<file path="src/rtl/demux1to2_l2_pkg.sv">
// Shared definitions for the L2 receive-side demux: FSM state encoding and default sizes.
package demux1to2_l2_pkg;

  typedef enum logic {
    ST_WAIT0 = 1'b0,
    ST_WAIT1 = 1'b1
  } state_e;

  localparam int unsigned DATA_W_DEF  = 8;
  localparam int unsigned GAP_MAX_DEF = 15;

  function automatic int unsigned gap_cnt_w(input int unsigned gap_max);
    return $clog2(gap_max + 1);
  endfunction

endpackage

</file>
<file path="src/rtl/demux1to2_l2_gap_timer.sv">
// Idle-cycle counter between a lane0 word and its lane1 partner; expire_o is a
// combinational pulse on the idle cycle that reaches the limit.
module demux1to2_l2_gap_timer
  import demux1to2_l2_pkg::*;
#(
  parameter int unsigned CNT_W = 4
) (
  input  logic             clk_i,
  input  logic             rst_i,
  input  logic             clear_i,
  input  logic             enable_i,
  input  logic [CNT_W-1:0] limit_i,
  output logic             expire_o
);

  localparam logic [CNT_W-1:0] ONE = CNT_W'(1);

  logic [CNT_W-1:0] cnt_q, cnt_d;

  always_comb begin
    cnt_d    = cnt_q;
    expire_o = enable_i && (cnt_q == (limit_i - ONE));
    if (clear_i || expire_o) begin
      cnt_d = '0;
    end else if (enable_i) begin
      cnt_d = cnt_q + ONE;
    end
  end

  always_ff @(posedge clk_i or posedge rst_i) begin
    if (rst_i) begin
      cnt_q <= '0;
    end else begin
      cnt_q <= cnt_d;
    end
  end

endmodule

</file>
<file path="src/rtl/demux1to2_l2.sv">
// Splits the interleaved lane0/lane1 byte stream back into paired lanes, skipping
// idle cycles and dropping a lane0 word whose partner does not arrive in time.
module demux1to2_l2
  import demux1to2_l2_pkg::*;
#(
  parameter int unsigned DATA_W  = DATA_W_DEF,
  parameter int unsigned GAP_MAX = GAP_MAX_DEF
) (
  input  logic              clk_4f_i,
  input  logic              reset_i,
  input  logic [DATA_W-1:0] data_in_i,
  input  logic              valid_in_i,
  output logic [DATA_W-1:0] data_out0_o,
  output logic [DATA_W-1:0] data_out1_o,
  output logic              valid_out0_o,
  output logic              valid_out1_o,
  output logic              selector_o,
  output logic              orphan_o
);

  localparam int unsigned      CNT_W = gap_cnt_w(GAP_MAX);
  localparam logic [CNT_W-1:0] LIMIT = CNT_W'(GAP_MAX);

  state_e            state_q, state_d;
  logic [DATA_W-1:0] hold_q, hold_d;
  logic [DATA_W-1:0] dout0_q, dout0_d;
  logic [DATA_W-1:0] dout1_q, dout1_d;
  logic              vld_q, vld_d;
  logic              orphan_q, orphan_d;
  logic              gap_clear, gap_en, gap_expire;

  demux1to2_l2_gap_timer #(
    .CNT_W(CNT_W)
  ) u_gap_timer (
    .clk_i   (clk_4f_i),
    .rst_i   (reset_i),
    .clear_i (gap_clear),
    .enable_i(gap_en),
    .limit_i (LIMIT),
    .expire_o(gap_expire)
  );

  // The timer only counts on idle WAIT1 cycles, so a lane1 word at the limit pairs.
  always_comb begin
    state_d   = state_q;
    hold_d    = hold_q;
    dout0_d   = dout0_q;
    dout1_d   = dout1_q;
    vld_d     = 1'b0;
    orphan_d  = 1'b0;
    gap_clear = 1'b0;
    gap_en    = 1'b0;
    case (state_q)
      ST_WAIT0: begin
        if (valid_in_i) begin
          hold_d    = data_in_i;
          gap_clear = 1'b1;
          state_d   = ST_WAIT1;
        end
      end
      ST_WAIT1: begin
        if (valid_in_i) begin
          dout0_d = hold_q;
          dout1_d = data_in_i;
          vld_d   = 1'b1;
          state_d = ST_WAIT0;
        end else begin
          gap_en = 1'b1;
          if (gap_expire) begin
            orphan_d = 1'b1;
            hold_d   = '0;
            state_d  = ST_WAIT0;
          end
        end
      end
    endcase
  end

  always_ff @(posedge clk_4f_i or posedge reset_i) begin
    if (reset_i) begin
      state_q  <= ST_WAIT0;
      hold_q   <= '0;
      dout0_q  <= '0;
      dout1_q  <= '0;
      vld_q    <= 1'b0;
      orphan_q <= 1'b0;
    end else begin
      state_q  <= state_d;
      hold_q   <= hold_d;
      dout0_q  <= dout0_d;
      dout1_q  <= dout1_d;
      vld_q    <= vld_d;
      orphan_q <= orphan_d;
    end
  end

  assign data_out0_o  = dout0_q;
  assign data_out1_o  = dout1_q;
  assign valid_out0_o = vld_q;
  assign valid_out1_o = vld_q;
  assign selector_o   = (state_q == ST_WAIT1);
  assign orphan_o     = orphan_q;

endmodule

</file>
<file path="config.mk">
export PLATFORM = sky130hd
export DESIGN_NAME = demux1to2_l2
export DESIGN_NICKNAME = d
export VERILOG_FILES = /design/src/rtl/demux1to2_l2_pkg.sv /design/src/rtl/demux1to2_l2_gap_timer.sv /design/src/rtl/demux1to2_l2.sv
export SDC_FILE = /design/constraint.sdc
export NUM_CORES = 1
export LEC_CHECK = 0
export ABC_AREA = 1
export CAP_MARGIN = 5
export CORE_MARGIN = 4
export CORE_UTILIZATION = 51
export DETAILED_ROUTE_END_ITERATION = 16
export PLACE_DENSITY = 0.83
export SLEW_MARGIN = 25
export SYNTH_ARGS = -nofsm -noshare
export SYNTH_HDL_FRONTEND = slang
export SYNTH_SLANG_ARGS = --single-unit
</file>
<file path="constraint.sdc">
create_clock -name clk_4f_i -period 2.7 [get_ports clk_4f_i]
set_input_delay 0.54 -clock clk_4f_i [delete_from_list [all_inputs] [get_ports clk_4f_i]]
set_output_delay 0.54 -clock clk_4f_i [all_outputs]
set_load 0.005 [all_outputs]
</file>
## After elaboration in Yosys (flattened, before gate mapping)

Index checks and enable logic that the tools add are counted.
W data, S select, Z words.

| operators by class | value |
|---|---|
| reductions and logical operators | 5 |
| equality and inequality tests | 4 |
| add/sub/neg operators | 1 |
| multiplexer cells | 17 |
| bitwise logic cells | 1 |

Operators by type and width:

| operator | number |
|---|---|
| $mux W8 | 3 |
| $pmux W8 S2 | 1 |
| $mux W1 | 10 |
| $mux W4 | 2 |
| $add A4 B1 Y4 const B | 1 |
| $eq A4 B4 Y1 const B | 1 |
| $ne A2 B2 Y1 const B | 2 |
| $reduce_and A3 Y1 | 1 |
| $ne A2 B1 Y1 const B | 1 |
| $pmux W1 S2 | 1 |
| $reduce_and A2 Y1 | 1 |
| $reduce_bool A2 Y1 | 1 |
| $logic_and A1 B1 Y1 | 1 |
| $logic_or A1 B1 Y1 | 1 |
| $not A1 Y1 | 1 |

| word-level totals | value |
|---|---|
| logic and storage cells | 35 |
| output and inout bits | 20 |
| flip-flop bits (word level) | 31 |
| input port bits | 11 |

## Depth between registers and ports, before layout

Gate-level depths: netlist of the first run.

| logic depth | value |
|---|---|
| word-level depth | 6 |
| gate-level depth with buffers | 7 |
| mapped depth without buffers | 7 |

## Cells and area by module

Synthesis of the first run repeated with hierarchy kept, for this count alone.

| unflattened totals | value |
|---|---|
| cell total of the unflattened synthesis | 164 |
| area total of the unflattened synthesis | 1,380.1 sq um |

Modules (own cells, without submodules):

| module | area each (sq um) | cells each | instances |
|---|---|---|---|
| demux1to2_l2 | 1,052.3 | 115 | 1 |
| demux1to2_l2_gap_timer | 327.8 | 49 | 1 |

## Worst setup path before layout of the first run

Ideal clock, no wire load.

| path | value |
|---|---|
| path kind | in2reg |
| from | in valid_in_i |
| to | reg hold_q[0] |
| arrival | 1.113 ns |
| stages | 5 |
| data required time | 2.573 ns |
| slack | 1.460 ns |
| setup time | 0.127 ns |
| cells stage by stage | inv_1 nor2_2 inv_2 o21ai_4 o21ai_0 |

| on the way | value |
|---|---|
| word-level cells in the longest chain between the ends | 5 |

RTL lines:

| item | RTL line | RTL |
|---|---|---|
| start: declaration | demux1to2_l2.sv:12 | `input logic valid_in_i,` |
| $mux W1 | demux1to2_l2.sv:62 | `if (valid_in_i) begin` |
| $mux W1 | demux1to2_l2.sv:53 | `case (state_q)` |
| $logic_and A1 B1 Y1 | demux1to2_l2_gap_timer.sv:22 | `expire_o = enable_i && (cnt_q == (limit_i - ONE));` |
| $ne A2 B1 Y1 (no line) | - |  |
| $reduce_and A3 Y1 (no line) (*) | - |  |
| end signal: assignment | demux1to2_l2.sv:89 | `hold_q <= hold_d;` |
| end: declaration | demux1to2_l2.sv:25 | `logic [DATA_W-1:0] hold_q, hold_d;` |

Mark *: on every way between the ends. The rest lies on a longest branch, timed or not.
A chain may end at the register's enable or synchronous reset.

## Final worst setup path of the first run

| path | value |
|---|---|
| from | reg state_q, in the netlist selector_o |
| to | out selector_o |

RTL lines:

| item | RTL line | RTL |
|---|---|---|
| start: declaration | demux1to2_l2.sv:24 | `state_e state_q, state_d;` |
| start signal: assignment | demux1to2_l2.sv:88 | `state_q <= state_d;` |
| end: declaration | demux1to2_l2.sv:17 | `output logic selector_o,` |

No word-level cell between the ends.

==> qor.yml, run 1 <==
final_cell_area_mm2: 0.001640
die_area_mm2: 0.003242
setup_ws_ns: 0.8756
hpwl_um: 1886
fmax_ghz: 0.5481
post-place-ws_ns: 0.7880
path_cells: "clkdlybuf4s50_1"
crit_cells: 1
port_buffers: 30
final-instance-count-excl-fill: 197
pin_count: 31
worstMarginPinSlew_ns: 0.3929
cts_resized: 0
synthesis.area_mm2: 0.001221
mostFrequentLayoutCells: "51 x nand2_1, 31 x dfrtp_1, 30 x clkdlybuf4s50_1"
crit_slowest_cell: "clkdlybuf4s50_1"
nFillCells: 190
drt-initial-drc-count: 17
final_common_cell: "nand2_1"
multi_input_area_um2: 371.6
totalWireLength_um: 2572
grt_usage_pct: 18.65
synth_seq_cells: 31
num-nets-final: 181
avgSynthCellArea_um2: 9.251
cts_tree: "yes"
finalSetupViolations: 0
status: "finished, final reports clean"
vias: 954
fin_tns_setup_ns: 0
die_y_um: 56.94
post_dp_cell_area_mm2: 0.001554
drive_above_1_share_pct: 7.692
startpoint: "selector_o"
finalCriticalPeriod_ns: 1.824
insertion_delay_ns: 0.33
worstSetupStartpointType: "flip-flop"
hp-class: "reg -> reg"
path_max_fanout: 5
cts_hold_buf: 0
synth_cell_type_count: 14
leakagePower_nw: 0.8078
overflow: 0
slowest_delay_ns: 0.53
regToRegStartpoint: "u_gap_timer.cnt_q[0]"
rows: 17
chipWidth_um: 56.94
start_util_pct: 54.16
htreeDepth: 2
cp_top_family: "buffers and inverters"
worst-path-buf-inv: 1
route.detailed.drc: 0
path_clk_slew_ns: 0.09
final-hold-violation-count: 0
register_area_um2: 775.7
rsz0062_at_grt: "false"
arrival_ns: 1.28
cts_sinks: 31
path_class: "reg -> out"
cts_buffer_depth: 2
antenna_found_initial: 0
required_ns: 2.16
worst_setup_path_end_kind: "output pin"
area_growth_pct: 34.32
first_pass_iters: 4
max-vdd-ir-drop_mv: 0.6628
cts_root_buf: "clkbuf_4"
grt_pass1_wl_um: 4574
fin_worst_skew_ns: 0.01295
post_cts_buffers: 0
syn-num-nets: 145
ant_nets: 0
routabilityCongestion: 0.7067
period_share_pct: 67.57
post_drt_wl_per_cell_um: 13.06
rrSetupSlack_ns: 1.38
viasPerCell: 4.843
fin_util_pct: 72.75
diodes: 0
slew_headroom_pct: 73.78
ys_seq_area_share_pct: 63.52
yosysWarnings: 0
drv_slew: 0
placed_cells: 189
coreArea_mm2: 0.002255
syn_inst: 132
r2r-end: "hold_q[4]"
cts_buffers: 5
maxCapViolations: 0
power_density_mw_per_mm2: 806.8
endpoint: "selector_o"
grt_pass1_vias: 974
grt_max_degree: 32
reg2reg_depth: 5
power by group:
group	leakage, nW	switching (mW)	internal (mW)
registers	0.392	0.0594	0.566
clock network	0.0482	0.160	0.219
logic	0.368	0.138	0.181
total	0.808	0.357	0.966
sequential cells by signal (all words and copies together), names as in the netlist:
signal,flops
u_gap_timer.cnt_q,4
selector_o,1
hold_q,8
valid_out0_o,1
orphan_o,1
data_out0_o,8
data_out1_o,8
layout make-up:
cell class	instances	area share, %
sequential	31	47.29
inverter	15	3.433
clock buffer	6	3.127
clock inverter	2	2.136
tap	28	2.136
multi-input combinational	83	22.65
timing repair buffer	32	19.22
cell families (layout without fill, tap and decap cells):
| group | Yosys count | in the layout | synth area share [%] |
|---|---|---|---|
| simple gates | 62 | 62 | 19.67 |
| buf+inv | 18 | 55 | 6.045 |
| compound gates | 19 | 19 | 8.709 |
| flops | 31 | 31 | 63.52 |
| fa+ha+maj | 2 | 2 | 2.049 |
metrics by stage:
step	power (mW)	hold slack, ns
4_1_cts	1.340	0.4974
2_1_floorplan	0.7540	0.4724
6_report	1.323	0.4925
3_3_place_gp	0.9348	0.4639
5_1_grt	1.413	0.5243
3_5_place_dp	0.9577	0.4728
cell usage after synthesis:
master | n | area (um^2)
nor2_1 | 6 | 22.52
clkinv_1 | 1 | 3.750
ha_1 | 2 | 25.02
a21oi_1 | 1 | 5.000
inv_2 | 1 | 3.750
o21ai_4 | 1 | 16.27
inv_1 | 13 | 48.80
dfrtp_1 | 31 | 775.7
o21ai_0 | 17 | 85.08
nor2_2 | 1 | 6.260
buf_4 | 1 | 7.510
nand2_1 | 51 | 191.4
nand3_1 | 4 | 20.02
buf_2 | 2 | 10.01
worst min path at each step:
stage / endpoint / from / cells past startpoint
CTS: data_out0_o[5] / data_out0_o[5] / 2
global route: data_out1_o[6] / data_out1_o[6] / 2
floorplan: data_out1_o[0] / data_out1_o[0] / 2
finish: data_out1_o[0] / data_out1_o[0] / 2
detailed placement: data_out0_o[5] / data_out0_o[5] / 2
global placement: data_out0_o[5] / data_out0_o[5] / 2
metal layers:
metal	part of all wire [%]	track usage (%)	vias up	routed length [um]
li1	-	-	479	-
met1	45	24.59	434	1150
met2	46	27.08	33	1195
met3	5.7	5.882	8	147
met4	3.0	10.93	0	78
met5	0	0	-	0
No activity file was read; power rests on OpenSTA's default activity.
==> run 2: changes to the inputs <==
Settings changed: CORE_UTILIZATION 51 to 47, PLACE_DENSITY 0.83 to 0.77.
Clock period 2.7 ns to 1.86 ns, I/O delays scaled along.
==> qor.yml, run 2 (same netlist as run 1, synthesis figures left out) <==
htreeDepth: 2
chipWidth_um: 58.97
power_density_mw_per_mm2: 1162
rsz0062_at_grt: "false"
vias: 975
cts_root_buf: "clkbuf_4"
coreArea_mm2: 0.002477
ant_nets: 0
totalWireLength_um: 2587
crit_slowest_cell: "clkdlybuf4s50_1"
hpwl_um: 1816
slowest_delay_ns: 0.53
start_util_pct: 49.29
path_max_fanout: 5
cts_resized: 0
max-vdd-ir-drop_mv: 0.7956
route.detailed.drc: 0
cts_hold_buf: 0
viasPerCell: 4.851
nFillCells: 200
first_pass_iters: 4
placed_cells: 193
drt-initial-drc-count: 18
drv_slew: 0
arrival_ns: 1.28
period_share_pct: 89.09
num-nets-final: 183
die_area_mm2: 0.003477
fin_worst_skew_ns: 0.004052
cts_tree: "yes"
worst-path-buf-inv: 1
post_drt_wl_per_cell_um: 12.87
die_y_um: 58.97
diodes: 0
worstMarginPinSlew_ns: 0.3815
port_buffers: 30
grt_max_degree: 32
overflow: 0
area_growth_pct: 35.76
final-instance-count-excl-fill: 201
maxCapViolations: 0
path_clk_slew_ns: 0.10
grt_usage_pct: 17.10
pin_count: 31
worstSetupStartpointType: "flip-flop"
drive_above_1_share_pct: 8.772
regToRegStartpoint: "u_gap_timer.cnt_q[0]"
cts_buffers: 5
required_ns: 1.49
register_area_um2: 775.7
insertion_delay_ns: 0.33
fin_tns_setup_ns: 0
worst_setup_path_end_kind: "output pin"
rows: 18
cts_buffer_depth: 2
leakagePower_nw: 0.8173
final-hold-violation-count: 0
post_cts_buffers: 0
path_cells: "clkdlybuf4s50_1"
grt_pass1_vias: 948
finalSetupViolations: 0
slew_headroom_pct: 74.57
fmax_ghz: 0.6035
final_common_cell: "nand2_1"
finalCriticalPeriod_ns: 1.657
path_class: "reg -> out"
multi_input_area_um2: 371.6
cp_top_family: "buffers and inverters"
cts_sinks: 31
routabilityCongestion: 0.8804
grt_pass1_wl_um: 4353
status: "finished, final reports clean"
mostFrequentLayoutCells: "51 x nand2_1, 31 x dfrtp_1, 30 x clkdlybuf4s50_1"
hp-class: "in -> async"
startpoint: "selector_o"
antenna_found_initial: 0
## run 2: per-stage QoR
stage                     worst slack (ns)  hold WS [ns]  util [%]  power [mW]  area [um^2]
final                               0.2030        0.4101     66.92       1.927         1658
after global routing                0.1356        0.4303     66.92       2.059         1658
after CTS                           0.1923        0.4180     66.92       1.944         1658
after detailed placement            0.2340        0.4662     63.43       1.390         1572
after global placement              0.2801        0.4645     63.43       1.367         1572
after floorplan                     0.7309        0.4724         -       1.095         1221
## run 2: area by class of cell
cell class / instances / area share [%]
tap: 30 / 2.264
multi-input combinational: 83 / 22.42
clock inverter: 2 / 2.113
inverter: 15 / 3.396
clock buffer: 6 / 3.094
sequential: 31 / 46.79
timing repair buffer: 34 / 19.92
## run 2: power by group
part	internal [mW]	switching, mW
Sequential	0.821	0.0787
Combinational	0.268	0.206
Clock	0.318	0.235
## run 2: layer usage
layer  GRT usage, %  routed length [um]  vias up
met5              0                   0        -
met4          5.825                  26        0
met3          6.536                 147        4
met2          25.55                1279       22
met1          22.89                1134      466
li1               -                   -      483
## run 2: worst paths after layout
kind                                  end  slack [ns]  cells after the start
hold / removal             data_out0_o[1]        0.41                      3
max in group asynchronous  data_out0_o[4]        1.18                      3
hold reg to reg            data_out1_o[4]        0.48                      2
setup / recovery               selector_o        0.20                      1
min in group clk_4f_i      data_out1_o[4]        0.48                      2
setup reg to reg                hold_q[2]        0.56                      5
